--- src/rtl/dp_constants_pkg.sv ---
// Shared constants, TAP state encoding and DMI payload layout for the dp_dtm debug transport.
package dp_constants_pkg;

  localparam int unsigned IR_W   = 5;
  localparam int unsigned DR32_W = 32;
  localparam int unsigned DMI_W  = 41;

  localparam logic [IR_W-1:0] IR_BYPASS_0 = 5'h00;
  localparam logic [IR_W-1:0] IR_IDCODE   = 5'h01;
  localparam logic [IR_W-1:0] IR_DTMCS    = 5'h10;
  localparam logic [IR_W-1:0] IR_DMI      = 5'h11;
  localparam logic [IR_W-1:0] IR_BYPASS   = 5'h1F;
  localparam logic [IR_W-1:0] IR_CAPTURE  = 5'b00001;

  // dtmcs: idle and dmistat are always zero; only version and abits are reported
  localparam logic [3:0]        DTMCS_VERSION = 4'd1;
  localparam logic [5:0]        DTMCS_ABITS   = 6'd7;
  localparam logic [DR32_W-1:0] DTMCS_VALUE   = {22'd0, DTMCS_ABITS, DTMCS_VERSION};

  localparam logic [31:0] IDCODE_DEFAULT = 32'h1000_0CE3;

  typedef enum logic [3:0] {
    TAP_TLR,
    TAP_RTI,
    TAP_SEL_DR,
    TAP_CAP_DR,
    TAP_SH_DR,
    TAP_EX1_DR,
    TAP_PAU_DR,
    TAP_EX2_DR,
    TAP_UPD_DR,
    TAP_SEL_IR,
    TAP_CAP_IR,
    TAP_SH_IR,
    TAP_EX1_IR,
    TAP_PAU_IR,
    TAP_EX2_IR,
    TAP_UPD_IR
  } tap_state_e;

  typedef enum logic [1:0] {
    DR_BYPASS,
    DR_IDCODE,
    DR_DTMCS,
    DR_DMI
  } dr_sel_e;

  typedef struct packed {
    logic [6:0]  address;
    logic [31:0] data;
    logic [1:0]  op;
  } dmi_req_t;

endpackage

--- src/rtl/dp_tap_fsm.sv ---
// IEEE 1149.1 16-state TAP controller with decoded capture/shift/update strobes.
module dp_tap_fsm
  import dp_constants_pkg::*;
(
  input  logic       clk,
  input  logic       trst,
  input  logic       tms,
  output tap_state_e state,
  output logic       capture_ir_c,
  output logic       shift_ir_c,
  output logic       update_ir_c,
  output logic       capture_dr_c,
  output logic       shift_dr_c,
  output logic       update_dr_c
);

  tap_state_e state_nxt;

  always_ff @(posedge clk or posedge trst) begin
    if (trst) state <= TAP_TLR;
    else      state <= state_nxt;
  end

  always_comb begin
    state_nxt    = state;
    capture_ir_c = 1'b0;
    shift_ir_c   = 1'b0;
    update_ir_c  = 1'b0;
    capture_dr_c = 1'b0;
    shift_dr_c   = 1'b0;
    update_dr_c  = 1'b0;
    unique case (state)
      TAP_TLR:    state_nxt = tms ? TAP_TLR    : TAP_RTI;
      TAP_RTI:    state_nxt = tms ? TAP_SEL_DR : TAP_RTI;
      TAP_SEL_DR: state_nxt = tms ? TAP_SEL_IR : TAP_CAP_DR;
      TAP_CAP_DR: begin
        capture_dr_c = 1'b1;
        state_nxt    = tms ? TAP_EX1_DR : TAP_SH_DR;
      end
      TAP_SH_DR: begin
        shift_dr_c = 1'b1;
        state_nxt  = tms ? TAP_EX1_DR : TAP_SH_DR;
      end
      TAP_EX1_DR: state_nxt = tms ? TAP_UPD_DR : TAP_PAU_DR;
      TAP_PAU_DR: state_nxt = tms ? TAP_EX2_DR : TAP_PAU_DR;
      TAP_EX2_DR: state_nxt = tms ? TAP_UPD_DR : TAP_SH_DR;
      TAP_UPD_DR: begin
        update_dr_c = 1'b1;
        state_nxt   = tms ? TAP_SEL_DR : TAP_RTI;
      end
      TAP_SEL_IR: state_nxt = tms ? TAP_TLR : TAP_CAP_IR;
      TAP_CAP_IR: begin
        capture_ir_c = 1'b1;
        state_nxt    = tms ? TAP_EX1_IR : TAP_SH_IR;
      end
      TAP_SH_IR: begin
        shift_ir_c = 1'b1;
        state_nxt  = tms ? TAP_EX1_IR : TAP_SH_IR;
      end
      TAP_EX1_IR: state_nxt = tms ? TAP_UPD_IR : TAP_PAU_IR;
      TAP_PAU_IR: state_nxt = tms ? TAP_EX2_IR : TAP_PAU_IR;
      TAP_EX2_IR: state_nxt = tms ? TAP_UPD_IR : TAP_SH_IR;
      TAP_UPD_IR: begin
        update_ir_c = 1'b1;
        state_nxt   = tms ? TAP_SEL_DR : TAP_RTI;
      end
    endcase
  end

endmodule

--- src/rtl/dp_dtm.sv ---
// RISC-V JTAG debug transport: IR, BYPASS/IDCODE/DTMCS/DMI registers and DMI request outputs.
// Optional IDCODE register enabled by defining DP_DTM_IDCODE_EN; otherwise reset selects BYPASS.
module dp_dtm
  import dp_constants_pkg::*;
#(
  parameter logic [31:0] IDCODE_VALUE = IDCODE_DEFAULT,
  parameter int unsigned ABITS        = 7
) (
  input  logic             clk,
  input  logic             trst,
  input  logic             tdi,
  input  logic             tms,
  output logic             tdo,
  output logic [ABITS-1:0] dmi_address,
  input  logic [31:0]      dmi_rdata,
  output logic [31:0]      dmi_wdata,
  output logic [1:0]       dmi_op
);

`ifdef DP_DTM_IDCODE_EN
  localparam logic [IR_W-1:0] IR_RESET = IR_IDCODE;
`else
  localparam logic [IR_W-1:0] IR_RESET = IR_BYPASS;
`endif

  tap_state_e       state;
  logic             capture_ir_c, shift_ir_c, update_ir_c;
  logic             capture_dr_c, shift_dr_c, update_dr_c;
  logic [IR_W-1:0]  ir_sr, ir;
  logic [DMI_W-1:0] dr_sr, dr_cap_c, dr_shifted_c;
  dr_sel_e          dr_sel_c;
  dmi_req_t         dmi_req_c;

  dp_tap_fsm u_tap_fsm (
    .clk          (clk),
    .trst         (trst),
    .tms          (tms),
    .state        (state),
    .capture_ir_c (capture_ir_c),
    .shift_ir_c   (shift_ir_c),
    .update_ir_c  (update_ir_c),
    .capture_dr_c (capture_dr_c),
    .shift_dr_c   (shift_dr_c),
    .update_dr_c  (update_dr_c)
  );

  // Instruction decode; unknown codes fall back to the 1-bit bypass register
  always_comb begin
    dr_sel_c = DR_BYPASS;
    case (ir)
`ifdef DP_DTM_IDCODE_EN
      IR_IDCODE: dr_sel_c = DR_IDCODE;
`endif
      IR_DTMCS:  dr_sel_c = DR_DTMCS;
      IR_DMI:    dr_sel_c = DR_DMI;
      default:   dr_sel_c = DR_BYPASS;
    endcase
  end

  // Capture value and one right shift, tdi entering at the MSB of the selected length
  always_comb begin
    dr_cap_c     = '0;
    dr_shifted_c = '0;
    unique case (dr_sel_c)
      DR_BYPASS: dr_shifted_c[0] = tdi;
      DR_IDCODE: begin
        dr_cap_c     = DMI_W'(IDCODE_VALUE);
        dr_shifted_c = DMI_W'({tdi, dr_sr[DR32_W-1:1]});
      end
      DR_DTMCS: begin
        dr_cap_c     = DMI_W'(DTMCS_VALUE);
        dr_shifted_c = DMI_W'({tdi, dr_sr[DR32_W-1:1]});
      end
      DR_DMI: begin
        dr_cap_c     = DMI_W'({dmi_address, dmi_rdata, 2'b00});
        dr_shifted_c = {tdi, dr_sr[DMI_W-1:1]};
      end
    endcase
  end

  always_ff @(posedge clk or posedge trst) begin
    if (trst) begin
      ir_sr <= '0;
      ir    <= IR_RESET;
      dr_sr <= '0;
    end else begin
      if (capture_ir_c)    ir_sr <= IR_CAPTURE;
      else if (shift_ir_c) ir_sr <= {tdi, ir_sr[IR_W-1:1]};
      if (state == TAP_TLR) ir <= IR_RESET;
      else if (update_ir_c) ir <= ir_sr;
      if (capture_dr_c)    dr_sr <= dr_cap_c;
      else if (shift_dr_c) dr_sr <= dr_shifted_c;
    end
  end

  assign dmi_req_c = dmi_req_t'(dr_sr);

  // Address/data hold until the next DMI update; op is a single-cycle pulse
  always_ff @(posedge clk or posedge trst) begin
    if (trst) begin
      dmi_address <= '0;
      dmi_wdata   <= '0;
      dmi_op      <= 2'b00;
    end else begin
      dmi_op <= 2'b00;
      if (update_dr_c && dr_sel_c == DR_DMI) begin
        dmi_address <= dmi_req_c.address;
        dmi_wdata   <= dmi_req_c.data;
        dmi_op      <= dmi_req_c.op;
      end
    end
  end

  always_ff @(negedge clk or posedge trst) begin
    if (trst)            tdo <= 1'b0;
    else if (shift_ir_c) tdo <= ir_sr[0];
    else if (shift_dr_c) tdo <= dr_sr[0];
    else                 tdo <= 1'b0;
  end

endmodule

--- config.mk ---
export PLATFORM = sky130hd
export DESIGN_NAME = dp_dtm
export DESIGN_NICKNAME = d
export VERILOG_FILES = /design/src/rtl/dp_constants_pkg.sv /design/src/rtl/dp_tap_fsm.sv /design/src/rtl/dp_dtm.sv
export SDC_FILE = /design/constraint.sdc
export NUM_CORES = 1
export LEC_CHECK = 0
export CAP_MARGIN = 20
export CORE_ASPECT_RATIO = 1.2
export CORE_MARGIN = 1.5
export CORE_UTILIZATION = 47
export DETAILED_ROUTE_END_ITERATION = 8
export HOLD_SLACK_MARGIN = 0.05
export PLACE_DENSITY = 0.85
export SLEW_MARGIN = 20
export SYNTH_ARGS = -nofsm -noshare
export SYNTH_HDL_FRONTEND = slang
export SYNTH_SLANG_ARGS = --single-unit
--- constraint.sdc ---
create_clock -name clk -period 3.4 [get_ports clk]
set_input_delay 0.85 -clock clk [delete_from_list [all_inputs] [get_ports clk]]
set_output_delay 0.85 -clock clk [all_outputs]
set_load 0.005 [all_outputs]
# ---- After elaboration in Yosys (flattened, before gate mapping)
# Cells that the tools add are included.
dict set report classes {
  eq_ne 20
  muxes 32
  reduce_logical 11
}
# operator count
set ops {}
lappend ops {{$pmux 41 s3} 1}
lappend ops {{$mux 41} 2}
lappend ops {{$pmux 40 s2} 1}
lappend ops {{$pmux 4 s12} 1}
lappend ops {{$eq 4x4->1 const B} 8}
lappend ops {{$mux 5} 4}
lappend ops {{$eq 4x3->1 const B} 4}
lappend ops {{$mux 4} 4}
lappend ops {{$mux 1} 11}
lappend ops {{$eq 5x5->1 const B} 2}
lappend ops {{$eq 4x2->1 const B} 2}
lappend ops {{$mux 2} 4}
lappend ops {{$mux 3} 2}
lappend ops {{$reduce_bool 2->1} 3}
lappend ops {{$reduce_or 2->1} 3}
lappend ops {{$reduce_or 3->1} 2}
lappend ops {{$eq 2x2->1 const B} 2}
lappend ops {{$eq 4x1->1 const B} 1}
lappend ops {{$logic_not 4->1} 1}
lappend ops {{$pmux 2 s2} 1}
lappend ops {{$eq 2x1->1 const B} 1}
lappend ops {{$logic_not 2->1} 1}
lappend ops {{$pmux 1 s2} 1}
lappend ops {{$logic_and 1x1->1} 1}
dict set report totals {
  ff_bits 97
  inputBits 36
  out_inout_bits 42
  wordCells 71
}

# ---- Logic depth before layout (Yosys ltp)
dict set report depth {
  depth_word 7
  mapped_depth 7
  depth_no_buf 3
}

# ---- Cells and area by module
# A second synthesis with hierarchy kept.
dict set report unflattened {
  cells_unflattened 338
  hier_area_um2 4291.6
}
# module n_inst cells_per_inst area_each_um2 seq_area_each_um2
set modules_own_cells {}
lappend modules_own_cells {dp_dtm 1 293 3918.8 2333.5}
lappend modules_own_cells {dp_tap_fsm 1 45 372.9 100.1}

==> metrics.yaml <==
path_depth: 1
cts_tree: "done"
holdPathStages: 1
syn2layout_area_growth_pct: 25.3
synth_edf_count: 0
synth_seq_cells: 97
die_x_um: 89.3
final_nets: 432
ant_nets: 0
cts_max_level: 3
rows: 37
cp_slowest_cell: "dfrtn_1"
grt_pass1_wl_mm: 14.7
worstPathCellList: "buf_2"
post_drt_via_cell_ratio: 5.68
synth_nets: 362
rsz0062_at_grt: "yes"
endpoint_kind: "output pin"
syn_area_um2: 4200
slowest_delay_ns: 0.41
dr.pass1.iters: 4
wl_mm: 8.85
core-area_um2: 8610
clkSinkCount: 97
timing.final.ws_setup_ns: -0.0129
path_buf_inv: 1
power.density_nw_per_um2: 524
start_util_pct: 48.7
pwr-share-clk_pct: 27.1
arrival_ns: 2.56
slew_violations: 0
syn_inst: 326
seqPwrFrac_pct: 52.1
drc: 0
vdd.ir_drop.worst_mv: 0.243
setup_viol: 1
multi_input_area_um2: 1630
cts_buffer_depth: 2
relSlewSlack_pct: 36.1
clk_latency_ns: 0.36
dpl.hpwl_mm: 5.90
violations: "setup timing"
num_antenna_cells: 0
grt_usage_pct: 20.0
required_ns: 2.55
leakagePower_nw: 2.47
root_buffer: "clkbuf_8"
worstSetupStartpointType: "flip-flop"
dieHeight_um: 107
layout_common_cells: "91 x dfrtp_1, 76 x clkdlybuf4s50_1, 40 x mux2_2"
io_pins: 78
grt_pass1_vias: 2975
nFillCells: 699
post-route-util_pct: 61.1
antenna_found_initial: 0
preCtsSetupSlack_ns: -0.0517
path_class: "reg -> out"
fin_worst_skew_ns: 0.0204
portBuffers: 77
wl_per_cell_um: 17.1
overflow: 0
postCtsSetupBuffers: 0
via_count: 2944
drtIter0Drc: 154
critPathTopFamily: "flip-flops"
yosysSeqAreaShare_pct: 58.0
holdWs_ns: 0.508
drive_above_1_share_pct: 18.0
crit_fanout: 1
drv_cap: 0
outcome: "finished, violations left"
switchingPower_uw: 910
dieArea_um2: 9510
clk_pin_slew_ns: 0.08
synth_cell_types: 43
synth_top_flop_cell: "dfrtp_1"
syn_area_per_cell_um2: 12.9
numCtsBuffers: 9
routabilityCongestion: 0.761
yosys_warnings: 0
hold_class: "reg -> reg"
pwr-share-comb_pct: 20.7
synthArstFlopShare_pct: 100
seqCellArea_um2: 2430
tightestPinTransition_ns: 0.956
grt_max_degree: 83
switching_share_pct: 33.0
final_hold_viol_count: 0
final_common_cell: "dfrtp_1"
p_int_mw: 1.84
rr_worst_depth: 3
==> worst reg2reg max path, cell delays in order (launching register included) <==
cell and delay (ns):
dfrtp_1 0.57, nor2b_1 0.25, nand4_1 0.12, nand2_1 0.06
==> power groups by stage <==
| stage | registers [mW] | clock network, mW | logic (mW) |
|---|---|---|---|
| 6_report | 1.44 | 0.747 | 0.571 |
| 5_1_grt | 1.45 | 0.808 | 0.633 |
| 4_1_cts | 1.43 | 0.769 | 0.573 |
| 3_5_place_dp | 1.45 | 0 | 0.572 |
| 3_3_place_gp | 1.44 | 0 | 0.551 |
| 2_1_floorplan | 1.35 | 0 | 0.502 |
==> registers in the layout, indices dropped and copies added (netlist names) <==
register and cells:
dmi_address 7, dmi_op 2, dmi_req_c 41, dmi_wdata 32, ir 5, ir_sr 5, tdo 1, u_tap_fsm.state 4
==> cells in the mapped netlist, types with 2 or more instances <==
master | count | area (um2)
nor2b_1 | 2 | 12.5
dfrtp_1 | 91 | 2280
dfstp_2 | 5 | 131
o2bb2ai_1 | 14 | 123
o21ai_0 | 14 | 70.1
mux2i_1 | 13 | 130
inv_1 | 5 | 18.8
mux2_1 | 2 | 22.5
nand2b_1 | 4 | 25.0
and3_1 | 27 | 169
nor2_1 | 7 | 26.3
a221o_1 | 26 | 260
nand4_1 | 2 | 12.5
buf_6 | 2 | 22.5
nand2_1 | 17 | 63.8
clkbuf_1 | 13 | 48.8
mux2_2 | 40 | 450
nand3_1 | 2 | 10.0
a211oi_1 | 2 | 15.0
buf_2 | 9 | 45.0
a22oi_1 | 5 | 37.5
and3b_1 | 2 | 17.5
nor3_1 | 2 | 10.0
==> per-stage QoR <==
stage	std cells	total power, mW	instance area [um2]	setup TNS, ns
floorplan	326	1.85	4200	-0.198
global placement	502	1.99	5060	-0.0531
detailed placement	502	2.02	5060	-0.0517
CTS	518	2.77	5260	-0.0391
global route	518	2.89	5260	-0.0360
finish	518	2.75	5260	-0.0129
==> cells by family after synthesis <==
group | share of synthesized area, %
simple gates | 10.0
xor+xnor | 0.209
mux | 14.4
flops | 58.0
compound gates | 13.9
buf+inv | 3.52
==> routing by layer <==
metal | wire, um | global-route usage, % | part of all wire [%]
met5 | 0 | 0 | 0
met4 | 114 | 6.26 | 1.3
met1 | 3760 | 26.2 | 43
met2 | 4500 | 32.8 | 51
met3 | 470 | 4.27 | 5.3
==> repair_timing <==
action                     CTS  global route
resized for setup            4             0
hold buffers                 0             0
cloned                       0             0
setup endpoints to repair    1             1
==> final timing paths <==
path	slack, ns	to	startpoint
max	-0.01	tdo	tdo
min	0.51	dmi_wdata[17]	dmi_wdata[17]
max reg2reg	0.54	tdo	u_tap_fsm.state[3]
min reg2reg	0.51	dmi_wdata[17]	dmi_wdata[17]
max in group asynchronous	0.91	tdo	trst
min in group asynchronous	0.92	dmi_req_c[12]	trst
==> area by class of cell <==
type | count | area share [%]
clock inverters | 5 | 1.21
clock buffers | 11 | 2.50
inverters | 5 | 0.428
multi-input cells | 198 | 31.0
well taps | 117 | 2.78
repair buffers | 85 | 15.8
flip-flops and latches | 97 | 46.3
Power figures use the tool's default switching activity.
